--- src/rtl/i2c_xfer_seq.sv ---
// I2C register-transfer sequencer: turns one host read/write request into the
// byte-engine command sequence and reports the outcome as a single response.
module i2c_xfer_seq #(
  parameter int TIMEOUT_CYCLES = 4096
) (
  input  logic       pclk,
  input  logic       preset,
  input  logic       req_valid,
  output logic       req_ready,
  input  logic       req_rnw,
  input  logic [6:0] req_dev_addr,
  input  logic [7:0] req_reg_addr,
  input  logic [7:0] req_wdata,
  output logic       rsp_valid,
  input  logic       rsp_ready,
  output logic [7:0] rsp_rdata,
  output logic [1:0] rsp_err,
  output logic       eng_cmd_valid,
  input  logic       eng_cmd_ready,
  output logic [2:0] eng_cmd,
  output logic [7:0] eng_wdata,
  input  logic       eng_done,
  input  logic       eng_nack,
  input  logic [7:0] eng_rdata,
  output logic       eng_abort,
  output logic       busy
);

  localparam int TW = (TIMEOUT_CYCLES > 2) ? $clog2(TIMEOUT_CYCLES) : 1;
  localparam logic [TW-1:0] TMO_LAST = TW'(TIMEOUT_CYCLES - 1);

  localparam logic [2:0] CMD_START     = 3'd0;
  localparam logic [2:0] CMD_RESTART   = 3'd1;
  localparam logic [2:0] CMD_WRITE     = 3'd2;
  localparam logic [2:0] CMD_READ_NACK = 3'd4;
  localparam logic [2:0] CMD_STOP      = 3'd5;

  typedef enum logic [3:0] {
    IDLE, START, DEVW, REG, WDAT, RSTRT, DEVR, RDAT, STOP, RESP
  } state_t;

  state_t        state;
  state_t        nxt_state;
  logic          pending;
  logic [TW-1:0] tmo;
  logic [6:0]    dev_q;
  logic [7:0]    reg_q;
  logic [7:0]    wdata_q;
  logic          rnw_q;
  logic          nack_seen;
  logic [1:0]    nxt_err;
  logic [2:0]    nxt_cmd;
  logic [7:0]    nxt_wdata;

  assign busy      = (state != IDLE);
  assign req_ready = (state == IDLE) && !preset;

  // Where the sequence goes when the outstanding command completes, and what it issues there.
  always_comb begin
    nxt_state = STOP;
    nack_seen = 1'b0;
    nxt_err   = 2'b00;
    nxt_cmd   = CMD_STOP;
    nxt_wdata = 8'h00;
    case (state)
      START: nxt_state = DEVW;
      DEVW: begin
        if (eng_nack) begin
          nack_seen = 1'b1;
          nxt_err   = 2'b01;
        end else begin
          nxt_state = REG;
        end
      end
      REG: begin
        if (eng_nack) begin
          nack_seen = 1'b1;
          nxt_err   = 2'b10;
        end else begin
          nxt_state = rnw_q ? RSTRT : WDAT;
        end
      end
      WDAT: begin
        nack_seen = eng_nack;
        nxt_err   = eng_nack ? 2'b10 : 2'b00;
      end
      RSTRT: nxt_state = DEVR;
      DEVR: begin
        if (eng_nack) begin
          nack_seen = 1'b1;
          nxt_err   = 2'b01;
        end else begin
          nxt_state = RDAT;
        end
      end
      RDAT:    nxt_state = STOP;
      STOP:    nxt_state = RESP;
      default: nxt_state = IDLE;
    endcase
    case (nxt_state)
      DEVW: begin
        nxt_cmd   = CMD_WRITE;
        nxt_wdata = {dev_q, 1'b0};
      end
      REG: begin
        nxt_cmd   = CMD_WRITE;
        nxt_wdata = reg_q;
      end
      WDAT: begin
        nxt_cmd   = CMD_WRITE;
        nxt_wdata = wdata_q;
      end
      RSTRT: nxt_cmd = CMD_RESTART;
      DEVR: begin
        nxt_cmd   = CMD_WRITE;
        nxt_wdata = {dev_q, 1'b1};
      end
      RDAT:    nxt_cmd = CMD_READ_NACK;
      default: nxt_cmd = CMD_STOP;
    endcase
  end

  always_ff @(posedge pclk) begin
    if (preset) begin
      state         <= IDLE;
      pending       <= 1'b0;
      tmo           <= '0;
      dev_q         <= 7'h00;
      reg_q         <= 8'h00;
      wdata_q       <= 8'h00;
      rnw_q         <= 1'b0;
      rsp_valid     <= 1'b0;
      rsp_rdata     <= 8'h00;
      rsp_err       <= 2'b00;
      eng_cmd_valid <= 1'b0;
      eng_cmd       <= CMD_START;
      eng_wdata     <= 8'h00;
      eng_abort     <= 1'b0;
    end else begin
      eng_abort <= 1'b0;
      case (state)
        IDLE: begin
          if (req_valid) begin
            dev_q         <= req_dev_addr;
            reg_q         <= req_reg_addr;
            wdata_q       <= req_wdata;
            rnw_q         <= req_rnw;
            rsp_rdata     <= 8'h00;
            rsp_err       <= 2'b00;
            pending       <= 1'b0;
            tmo           <= '0;
            eng_cmd_valid <= 1'b1;
            eng_cmd       <= CMD_START;
            eng_wdata     <= 8'h00;
            state         <= START;
          end
        end
        RESP: begin
          if (rsp_ready) begin
            rsp_valid <= 1'b0;
            state     <= IDLE;
          end
        end
        default: begin
          // The watchdog covers both waiting for the handshake and waiting for completion.
          if (eng_cmd_valid && eng_cmd_ready) begin
            eng_cmd_valid <= 1'b0;
            pending       <= 1'b1;
            tmo           <= '0;
          end else if (pending && eng_done) begin
            pending <= 1'b0;
            tmo     <= '0;
            state   <= nxt_state;
            if (nack_seen) rsp_err <= nxt_err;
            if (state == RDAT) rsp_rdata <= eng_rdata;
            if (nxt_state == RESP) begin
              rsp_valid <= 1'b1;
            end else begin
              eng_cmd_valid <= 1'b1;
              eng_cmd       <= nxt_cmd;
              eng_wdata     <= nxt_wdata;
            end
          end else if (tmo == TMO_LAST) begin
            eng_abort     <= 1'b1;
            eng_cmd_valid <= 1'b0;
            pending       <= 1'b0;
            tmo           <= '0;
            rsp_err       <= 2'b11;
            rsp_rdata     <= 8'h00;
            rsp_valid     <= 1'b1;
            state         <= RESP;
          end else begin
            tmo <= tmo + 1'b1;
          end
        end
      endcase
    end
  end

endmodule
--- config.mk ---
export PLATFORM = sky130hd
export DESIGN_NAME = i2c_xfer_seq
export DESIGN_NICKNAME = d
export VERILOG_FILES = /design/src/rtl/i2c_xfer_seq.sv
export SDC_FILE = /design/constraint.sdc
export NUM_CORES = 1
export LEC_CHECK = 0
export CELL_PAD_IN_SITES_DETAIL_PLACEMENT = 0
export CELL_PAD_IN_SITES_GLOBAL_PLACEMENT = 1
export CORE_MARGIN = 8
export CORE_UTILIZATION = 40
export CTS_CLUSTER_DIAMETER = 200
export DETAILED_ROUTE_END_ITERATION = 16
export PLACE_DENSITY = 0.86
export SYNTH_ARGS = -nofsm -noshare
export SYNTH_HDL_FRONTEND = slang
export SYNTH_SLANG_ARGS = --single-unit
--- constraint.sdc ---
create_clock -name pclk -period 3.2 [get_ports pclk]
set_input_delay 0.48 -clock pclk [delete_from_list [all_inputs] [get_ports pclk]]
set_output_delay 0.48 -clock pclk [all_outputs]
set_load 0.01 [all_outputs]
# == Yosys cells after proc, flatten, opt, wreduce, memory -nomap -nowiden ==
# Cells that the tools add are included.
# word_totals
mem_bits_ro,0
out_inout_bits,26
wordCells,131
reg_bits,65
latchBits,0
in_bits,39
ram_bits,0
n_memories,0
# op_classes
n_eq_ne,27
n_addsub,1
mul,0
n_reduce_logical,26
shifts,0
mux,61
bitwise_logic,2
magnitude_cmp,0
div_mod_pow,0
# op_table
cell,count
$mux 8,8
$mux 12,4
$eq 4x3->1 const B,8
$mux 4,8
$pmux 8 s2,2
$pmux 8 s4,1
$pmux 4 s7,1
$pmux 12 s2,1
$reduce_and 5->1,4
$mux 1,17
$eq 4x2->1 const B,4
$add 12x1->12 const B,1
$eq 12x12->1 const B,1
$eq 4x4->1 const B,3
$mux 2,6
$mux 3,4
$reduce_bool 4->1,3
$pmux 3 s3,1
$ne 2x2->1 const B,4
$pmux 1 s2,4
$pmux 2 s2,2
$pmux 4 s2,1
$reduce_and 4->1,2
$ne 3x2->1 const B,2
other kinds (18),25

# == Longest topological paths before layout ==
# Gate-level depths: netlist of the first run.
# logic_depth
depth_word,10
depth_mapped,8
mapped_depth_nobuf,7

# == Worst setup path after synthesis of the first run ==
# Ideal clock, no wire load.
# synth_path
kind,reg2reg
startpoint,register state[1]
endpoint,register rsp_rdata[0]
n_path_buf,1
required_time_ns,3.128
arrival_time_ns,1.666
period_less_slack_ns,1.737
path_slack_ns,1.463
stages_incl_launch_ff,9
setup_ns,0.072
cell_sequence,dfxtp_1 > buf_6 > or3_4 > nor2_8 > inv_4 > nand2_4 > o221ai_4 > nor2_8 > mux2i_1
# synth_between
elab_chain_cells,3
elab_cells_between_ends,10
classes_between,5 x eq/ne; 1 x mux; 1 x bitwise; 3 x reduce/logical
# synth_rtl
item,line_no,source
from (decl),42,state_t state;
from (signal assigned),173,state <= nxt_state;
"$eq 4x3->1, or another cell as far along",175,if (state == RDAT) rsp_rdata <= eng_rdata;
"$ne 3x2->1 (no line), or another cell as far along",-,
$reduce_and 5->1 (no line),-,
to (signal assigned),175,
to (decl),16,"output logic [7:0] rsp_rdata,"
# Parallel ways exist; a longest one is shown, timed or not.
# A chain may end at the register's enable or synchronous reset.

# == Worst setup path in the final report of the first run ==
# layout_path
startpoint,register state[1]
endpoint,output req_ready
# layout_between
elab_chain_cells,2
# layout_rtl
item,line_no,source
$logic_not 4->1,56,assign req_ready = (state == IDLE) && !preset;
$logic_and 1x1->1,56,
to (decl),9,"output logic req_ready,"
# Every way passes these cells.

==> results of run 1 <==
[how the worst max path moves through the flow]
stage / start / end / slack (ps) / cells after the start
after detailed placement: eng_nack / eng_wdata[0] / 750 / 6
final: state[1] / req_ready / 480 / 5
after global placement: eng_nack / eng_wdata[0] / 810 / 6
after CTS: state[1] / req_ready / 470 / 5
after floorplan: state[1] / rsp_rdata[0] / 1460 / 8
after global routing: state[1] / req_ready / 350 / 5
[layout by cell type, fill, tap and decap left out, drive strengths merged, types with 6 or more instances in the layout]
cell           netlist  final
nand4                6      6
dfxtp               65     65
nand2               85     85
inv                  7      7
xnor2                7      7
nand3               16     16
a32oi                7      7
nor2                31     31
a21oi               55     55
mux2i               10     10
clkdlybuf4s50        0     63
o21ai               11     11
nor3                 7      7
clkbuf              14     10
nor4                 7      7
[per-layer routing]
metal / share of wire / wire length, um / up-vias
li1: - / - / 1433
met5: 0 / 0 / -
met1: 0.45 / 3642 / 1314
met2: 0.46 / 3749 / 77
met4: 0.018 / 148 / 0
met3: 0.074 / 604 / 10
[critical path, stage by stage, from the launching register on]
cell	delay, ps
dfxtp_1	500
or3_4	510
nor2_8	190
inv_4	70
nor2_1	80
clkdlybuf4s50_1	550
[cell families (layout without fill, tap and decap cells)]
kind of cell             Yosys count  after routing
AO/OA/AOI/OAI                     94             94
XOR/XNOR                          10             10
adder cells (fa/ha/maj)            1              1
buffers and inverters             30             90
flip-flops                        65             65
multiplexers                      10             10
AND/OR/NAND/NOR                  168            168
[metrics by stage]
stage | cell area, um^2 | power (mW) | cells
after floorplan | 3054 | 1.849 | 378
after global routing | 3933 | 3.029 | 540
after CTS | 3933 | 2.859 | 540
after global placement | 3737 | 2.166 | 524
final | 3933 | 2.839 | 540
after detailed placement | 3737 | 2.172 | 524
[power by group through the flow]
| stage | registers, mW | logic [mW] | clock network, mW |
|---|---|---|---|
| 6_report | 1.04 | 1.11 | 0.684 |
| 5_1_grt | 1.06 | 1.22 | 0.744 |
| 4_1_cts | 1.04 | 1.12 | 0.702 |
| 3_5_place_dp | 1.06 | 1.11 | 0 |
| 3_3_place_gp | 1.06 | 1.11 | 0 |
| 2_1_floorplan | 0.996 | 0.853 | 0 |
[state kept, by name, summed over array words and instances (netlist names), 2 cells and up]
signal / flops
tmo: 12
rsp_rdata: 8
dev_q: 7
eng_cmd: 3
rsp_err: 2
wdata_q: 8
reg_q: 8
state: 4
eng_wdata: 8
[layout make-up]
type	count	share of cell area
multi-input combinational	283	0.4123
sequential	65	0.3309
timing repair buffer	67	0.1674
clock buffer	10	0.03500
tap	102	0.03245
clock inverter	6	0.01464
inverter	7	0.007318
==> results.yml, run 1 <==
clock_network:
  clkSlewWorstSetupHoldPaths_ps: 70
  hold_buffers: 0
  clkLatencyLatePin_ps: 340
  cts_tree: "yes"
  cts.sinks: 65
  cts-root-buf: "clkbuf_8"
  numCtsBuffers: 9
  post-cts-setup-buffers: 0
  cts.repair.resized: 0
  clock_path_buffers: 2
  htreeDepth: 3
drt:
  drtIter0Drc: 144
  first_pass_iters: 4
  routed_via_density: 5.248
  postRouteAntennaNets: 0
  route.detailed.drc: 0
  wirelength_um: 8144
  num_vias: 2834
  wire_per_inst_um: 15.08
power:
  irDropWorstVdd_mv: 0.3290
  p_seq_frac: 0.367
  p_comb_frac: 0.392
  p_clk_frac: 0.241
  switching_share: 0.3901
  p_int_mw: 1.731
  netSwitchingPower_mw: 1.107
  power.leakage_nw: 1.351
  power_density_nw_per_um2: 721.8
grt:
  grt.busiest_layer: "met2"
  met2_usage: 0.2441
  grtUsageMet3: 0.03815
  antenna_found_initial: 0
  grt-ovfl-total: 0
  grt.total_usage: 0.1584
  grt_use_met1: 0.2026
  grt_pass1_vias: 2744
  grt_pass1_wl_um: 13210
  grt_max_degree: 27
timing:
  finalMaxSlewViolations: 0
  timing.hold.ws_ps: 461.3
  setup_viol_count_final: 0
  setup_ws_ps: 484.3
  setup_tns_ps: 0
  period_share: 0.8487
  period_minus_slack_ps: 2716
  slew_headroom: 0.4594
  rsz0062_at_grt: "false"
  fin_skew_ps: 4.944
  clock.fmax_mhz: 368.2
  hold_viol: 0
  tightestPinTransition_ps: 804.7
yosys:
  synth_area_um2: 3054
  ys.warnings.count: 0
  synthTopCellsByArea: "dfxtp_1 43%, nand2_1 10%, a21oi_1 9.0%"
  synth_nets: 418
  synthSimpleGateAreaFrac: 0.2708
  synth_fa_ha_area_frac: 0.004097
  yosysTopAreaCellShare: 0.4261
  yosysTopAreaCell: "dfxtp_1"
  ys_ff_latch: 65
  avgSynthCellArea_um2: 8.080
  async_flop_share: 0
  synthTopCellsByCount: "83 x nand2_1, 65 x dfxtp_1, 55 x a21oi_1"
  synthCells: 378
  synth_compound_area_frac: 0.1946
  ys_seq_area_frac: 0.4261
  synth-main-ff-cell: "dfxtp_1"
  synth_top_family_by_area: "simple AND/OR/NAND/NOR gates"
  muxShareOfSynthArea: 0.03277
  synth_edf_count: 0
  ys_types: 54
  synth_xor_area_frac: 0.02868
  synth.most_common_cell: "nand2_1"
placed_design:
  dp_slack_ps: 753.2
  port_buffers: 64
  dp_hpwl_um: 5798
  gp_congestion: 0.8181
worst_setup_path:
  r2r-end: "rsp_valid"
  rr_worst_depth: 5
  arrival_ps: 2240
  end_kind: "primary output"
  criticalPathCategory: "flop to primary output"
  worstPathRequired_ps: 2720
  startpoint_type: "flop"
  reg2reg_setup_slack_ps: 970
  worstReg2RegStart: "state[3]"
  path_max_fanout: 19
finish:
  area_growth_pct: 28.76
  final_net_count: 473
  multiInputGateArea_um2: 1622
  ff_latch_area_um2: 1301
  final_util: 0.5197
  drive_gt1_frac: 0.08676
  n_antenna_cell: 0
  num-fill-cells: 731
die:
  start_util: 0.4036
  ios: 65
  die_h_um: 103.4
  die_x_um: 103.4
  coreArea_um2: 7567
  die_area_um2: 10690
  row_count: 32
min_path:
  min-delay-start: "reg_q[7]"
  hold_depth: 2
  worst_hold_path.endpoint: "reg_q[7]"
  min_path_type: "flop to flop"
outcome:
  status: "completed"
job:
  cap_violations: 0
No activity file was read; power rests on OpenSTA's default activity.
==> inputs of run 2 (changes only) <==
--- a/config.mk
+++ b/config.mk
@@ -8,10 +8,10 @@
 export CELL_PAD_IN_SITES_DETAIL_PLACEMENT = 0
 export CELL_PAD_IN_SITES_GLOBAL_PLACEMENT = 1
 export CORE_MARGIN = 8
-export CORE_UTILIZATION = 40
+export CORE_UTILIZATION = 33
 export CTS_CLUSTER_DIAMETER = 200
 export DETAILED_ROUTE_END_ITERATION = 16
-export PLACE_DENSITY = 0.86
+export PLACE_DENSITY = 0.76
 export SYNTH_ARGS = -nofsm -noshare
 export SYNTH_HDL_FRONTEND = slang
 export SYNTH_SLANG_ARGS = --single-unit
==> constraint.sdc (replaced) <==
create_clock -name pclk -period 2.3 [get_ports pclk]
set_input_delay 0.345 -clock pclk [delete_from_list [all_inputs] [get_ports pclk]]
set_output_delay 0.345 -clock pclk [all_outputs]
set_load 0.01 [all_outputs]
==> results.yml, run 2 (synthesis gave the netlist of run 1 again) <==
finish:
  regMostFlops: "tmo"
  final_net_count: 487
  n_antenna_cell: 0
  final_util: 0.4456
  area_growth_pct: 32.90
  num-fill-cells: 943
  drive_gt1_frac: 0.1150
  final_common_cell: "nand2_1"
  final_cell_mix: "83 x nand2_1, 65 x dfxtp_1, 62 x clkdlybuf4s50_1"
  largest_reg_flops: 12
drt:
  top_layer_used: "met4"
  wl_met3_um: 348
  routed_via_density: 5.059
  drt-met1-wl_um: 3912
  drtIter0Drc: 136
  first_pass_iters: 4
  wire_per_inst_um: 15.06
  num_vias: 2848
  wirelength_um: 8480
  wl_met2_um: 4038
  postRouteAntennaNets: 0
  route.detailed.drc: 0
timing:
  slew_headroom: 0.5797
  fin_skew_ps: 9.556
  setup_tns_ps: 0
  tightestPinTransition_ps: 629.1
  finalMaxSlewViolations: 0
  period_share: 0.9158
  hold_viol: 0
  period_minus_slack_ps: 2106
  clock.fmax_mhz: 474.8
  setup_viol_count_final: 0
  rsz0062_at_grt: "false"
worst_setup_path:
  arrival_ps: 2380
  startpoint_type: "flop"
  end_kind: "flop"
  rr_worst_depth: 6
  criticalPathCategory: "flop to flop"
  path_max_fanout: 8
  worstPathRequired_ps: 2580
  reg2reg_setup_slack_ps: 190
  r2r-end: "rsp_rdata[3]"
  worstReg2RegStart: "tmo[0]"
die:
  die_h_um: 112.2
  row_count: 35
  die_area_um2: 12590
  start_util: 0.3353
  ios: 65
  coreArea_um2: 9109
  die_x_um: 112.2
min_path:
  hold_depth: 2
  min-delay-start: "rsp_rdata[0]"
  worst_hold_path.endpoint: "rsp_rdata[0]"
  min_path_type: "flop to flop"
clock_network:
  numCtsBuffers: 9
  cts-root-buf: "clkbuf_8"
  clock_path_buffers: 2
  htreeDepth: 3
  cts_tree: "yes"
  clkLatencyLatePin_ps: 350
  cts.sinks: 65
  clkSlewWorstSetupHoldPaths_ps: 80
power:
  power_density_nw_per_um2: 1015
  power.leakage_nw: 1.425
  irDropWorstVdd_mv: 0.4008
  p_total_mw: 4.118
placed_design:
  gp_congestion: 0.7932
  dp_hpwl_um: 6094
  port_buffers: 64
job:
  cap_violations: 0
grt:
  grt-ovfl-total: 0
  grt_pass1_wl_um: 14350
  grt_max_degree: 48
  grt_pass1_vias: 2995
  grt.total_usage: 0.1386
  antenna_found_initial: 0
outcome:
  status: "completed"
-- run 2: cell types whose count changed in the layout (fill, tap and decap cells not counted), moves of 2 or more --
cell	delta
clkinvlp_4	+2
clkinv_2	-4
inv_6	+2
buf_4	+14
-- run 2: final cells by class --
| cell class | instances | area (um^2) | area share |
|---|---|---|---|
| Clock buffer | 9 | 123.9 | 0.03052 |
| Clock inverter | 7 | 78.83 | 0.01942 |
| Inverter | 7 | 28.78 | 0.007090 |
| Multi-Input combinational cell | 283 | 1622 | 0.3995 |
| Sequential cell | 65 | 1301 | 0.3206 |
| Tap cell | 111 | 138.9 | 0.03422 |
| Timing Repair Buffer | 81 | 765.7 | 0.1887 |
-- run 2: worst max-delay path, cell delays in order, from the launching register on --
cell      delay [ps]
dfxtp_1          390
ha_1             210
nand3_1          220
nor4_4           430
o221ai_4         270
nor2_8           270
mux2i_1          230
-- run 2: power by group --
group          internal, mW  switching [mW]  leakage (nW)
Sequential             1.27           0.115         0.529
Clock                 0.509           0.480        0.0925
Combinational         0.706            1.04         0.804
Total                  2.49            1.63          1.42
-- run 2: worst max path at each step --
stage	from	end	slack, ps	cells past startpoint
final	tmo[0]	rsp_rdata[3]	190	6
after global routing	tmo[0]	rsp_rdata[6]	30	6
after CTS	state[0]	req_ready	20	5
after detailed placement	req_valid	rsp_rdata[3]	180	7
after global placement	req_valid	rsp_rdata[0]	230	7
after floorplan	state[1]	rsp_rdata[0]	560	8
-- run 2: repair_timing --
item	4_1_cts	5_1_grt
gates resized for setup	0	1
hold buffers	0	0
pin swaps	1	0
buffers inserted	1	0
setup endpoints to repair	1	1
-- run 2: through the flow --
step                      setup slack [ps]  instance area [um^2]  cells  hold slack [ps]
after detailed placement             177.1                  3846    546            447.0
final                                193.8                  4059    563            457.2
after CTS                            22.60                  4056    563            458.7
after global routing                 34.66                  4059    563            479.3
after floorplan                      562.8                  3054    378            436.0
after global placement               231.5                  3846    546            442.1
-- run 2: routing by layer --
layer,vias up,global-route usage
met5,-,0
met4,0,0.06745
met3,14,0.03167
met2,44,0.2300
met1,1330,0.1655
li1,1460,-
==> inputs of run 3 (changes only) <==
--- a/config.mk
+++ b/config.mk
@@ -7,7 +7,6 @@
 export LEC_CHECK = 0
 export CELL_PAD_IN_SITES_DETAIL_PLACEMENT = 0
 export CELL_PAD_IN_SITES_GLOBAL_PLACEMENT = 1
-export CORE_MARGIN = 8
 export CORE_UTILIZATION = 33
 export CTS_CLUSTER_DIAMETER = 200
 export DETAILED_ROUTE_END_ITERATION = 16
==> results.yml, run 3 (synthesis gave the netlist of run 1 again) <==
drt:
  wirelength_um: 7887
  postRouteAntennaNets: 0
  routed_via_density: 5.110
  num_vias: 2877
  drtIter0Drc: 131
  first_pass_iters: 6
  route.detailed.drc: 0
  wire_per_inst_um: 14.01
power:
  p_seq_frac: 0.340
  switching_share: 0.3807
  irDropWorstVdd_mv: 0.4178
  netSwitchingPower_mw: 1.561
  power.leakage_nw: 1.444
  p_int_mw: 2.539
  power_density_nw_per_um2: 1009
  p_clk_frac: 0.232
  p_comb_frac: 0.428
clock_network:
  clkLatencyLatePin_ps: 340
  cts_tree: "yes"
  numCtsBuffers: 9
  htreeDepth: 3
  hold_buffers: 0
  cts.sinks: 65
  clkSlewWorstSetupHoldPaths_ps: 70
  clock_path_buffers: 2
  cts-root-buf: "clkbuf_8"
die:
  start_util: 0.3452
  coreArea_um2: 8848
  die_area_um2: 9644
  row_count: 34
  ios: 65
  die_x_um: 98.21
  die_h_um: 98.21
grt:
  grt-ovfl-total: 0
  grt.total_usage: 0.1731
  grt_pass1_vias: 2680
  grt_pass1_wl_um: 13340
  antenna_found_initial: 0
  grt_max_degree: 48
finish:
  final_cell_mix: "83 x nand2_1, 65 x dfxtp_1, 62 x clkdlybuf4s50_1"
  num-fill-cells: 911
  final_common_cell: "nand2_1"
  largest_reg_flops: 12
  n_antenna_cell: 0
  fin_cells: 563
  area_growth_pct: 33.06
  drive_gt1_frac: 0.1143
  final_net_count: 490
  regMostFlops: "tmo"
placed_design:
  dp_hpwl_um: 5517
  dp.cells: 546
  gp_congestion: 0.8470
  port_buffers: 64
timing:
  finalMaxSlewViolations: 0
  clock.fmax_mhz: 476.4
  slew_headroom: 0.6160
  timing.hold.ws_ps: 456.9
  fin_skew_ps: 11.53
  rsz0062_at_grt: "false"
  setup_viol_count_final: 0
  tightestPinTransition_ps: 573.5
  period_share: 0.9127
  hold_viol: 0
  period_minus_slack_ps: 2099
  setup_tns_ps: 0
worst_setup_path:
  reg2reg_setup_slack_ps: 260
  path_buf_inv: 2
  path_cells: "or3_4, nor2_8, inv_4, clkdlybuf4s50_1"
  r2r-end: "rsp_rdata[0]"
  criticalPathCategory: "flop to primary output"
  path_max_fanout: 4
  worstReg2RegStart: "tmo[0]"
  end_kind: "primary output"
  arrival_ps: 1750
  worstPathRequired_ps: 1960
  critPathTopFamily: "simple AND/OR/NAND/NOR gates"
  rr_worst_depth: 6
  startpoint_type: "flop"
  cp_slowest_stage_delay_ps: 470
  crit_slowest_cell: "clkdlybuf4s50_1"
min_path:
  min-delay-start: "reg_q[6]"
  worst_hold_path.endpoint: "reg_q[6]"
  hold_depth: 2
  min_path_type: "flop to flop"
outcome:
  status: "completed"
job:
  cap_violations: 0
-- run 3: changes by cell type in the layout (fill, tap and decap cells not counted) --
cell        previous run  this run
buf_4                 17        20
clkbuf_1               0         3
clkinvlp_4             3         0
clkinv_2               0         2
inv_6                  2         0
clkbuf_8               9        10
clkinv_4               1         0
-- run 3: through the flow --
stage | util | worst slack, ps | power [mW] | cell area [um^2]
after floorplan | - | 562.8 | 2.573 | 3054
after global placement | 0.4368 | 251.9 | 3.147 | 3865
after detailed placement | 0.4368 | 200.1 | 3.160 | 3865
after CTS | 0.4590 | 40.36 | 4.133 | 4061
after global routing | 0.4593 | 100.8 | 4.365 | 4064
final | 0.4593 | 200.8 | 4.101 | 4064
-- run 3: routing by layer --
layer / up-vias / wire, um / GRT usage
met4: 0 / 92 / 0.06200
met5: - / 0 / 0
met3: 9 / 289 / 0.03436
li1: 1464 / - / -
met2: 58 / 3663 / 0.2606
met1: 1346 / 3841 / 0.2451
-- run 3: worst max-delay path by stage --
stage	from	endpoint	slack (ps)	depth (start not counted)
floorplan	state[1]	rsp_rdata[0]	560	8
global placement	req_valid	rsp_rdata[5]	250	7
detailed placement	req_valid	rsp_rdata[7]	200	7
CTS	state[0]	req_ready	40	5
global route	tmo[0]	rsp_rdata[1]	100	6
finish	state[0]	busy	200	4
-- run 3: worst reg2reg max path, delay by kind of cell (launching register included) --
family / cells / cell delay, ps
AOI/OAI and AO/OA: 1 / 270
and+or+nand+nor: 3 / 890
adders and majority gates: 1 / 210
muxes: 1 / 210
DFF: 1 / 390
-- run 3: timing repair --
item                       in CTS  in global routing
buffers inserted                1                  0
cloned                          0                  0
setup endpoints to repair       1                  1
resized for setup               0                  1
pin swaps                       1                  0
-- run 3: layout make-up --
cell class,count,area (um^2),area share
clock inverters,3,40.04,0.009852
clock buffers,13,148.9,0.03664
inverters,7,28.78,0.007081
well taps,108,135.1,0.03325
multi-input cells,283,1622,0.3990
repair buffers,84,788.3,0.1940
flip-flops and latches,65,1301,0.3202
-- run 3: power by group through the flow --
stage	clock network (mW)	logic [mW]	registers, mW
finish	0.952	1.76	1.39
floorplan	0	1.19	1.39
global route	1.02	1.93	1.41
CTS	0.972	1.77	1.39
detailed placement	0	1.74	1.42
global placement	0	1.73	1.41
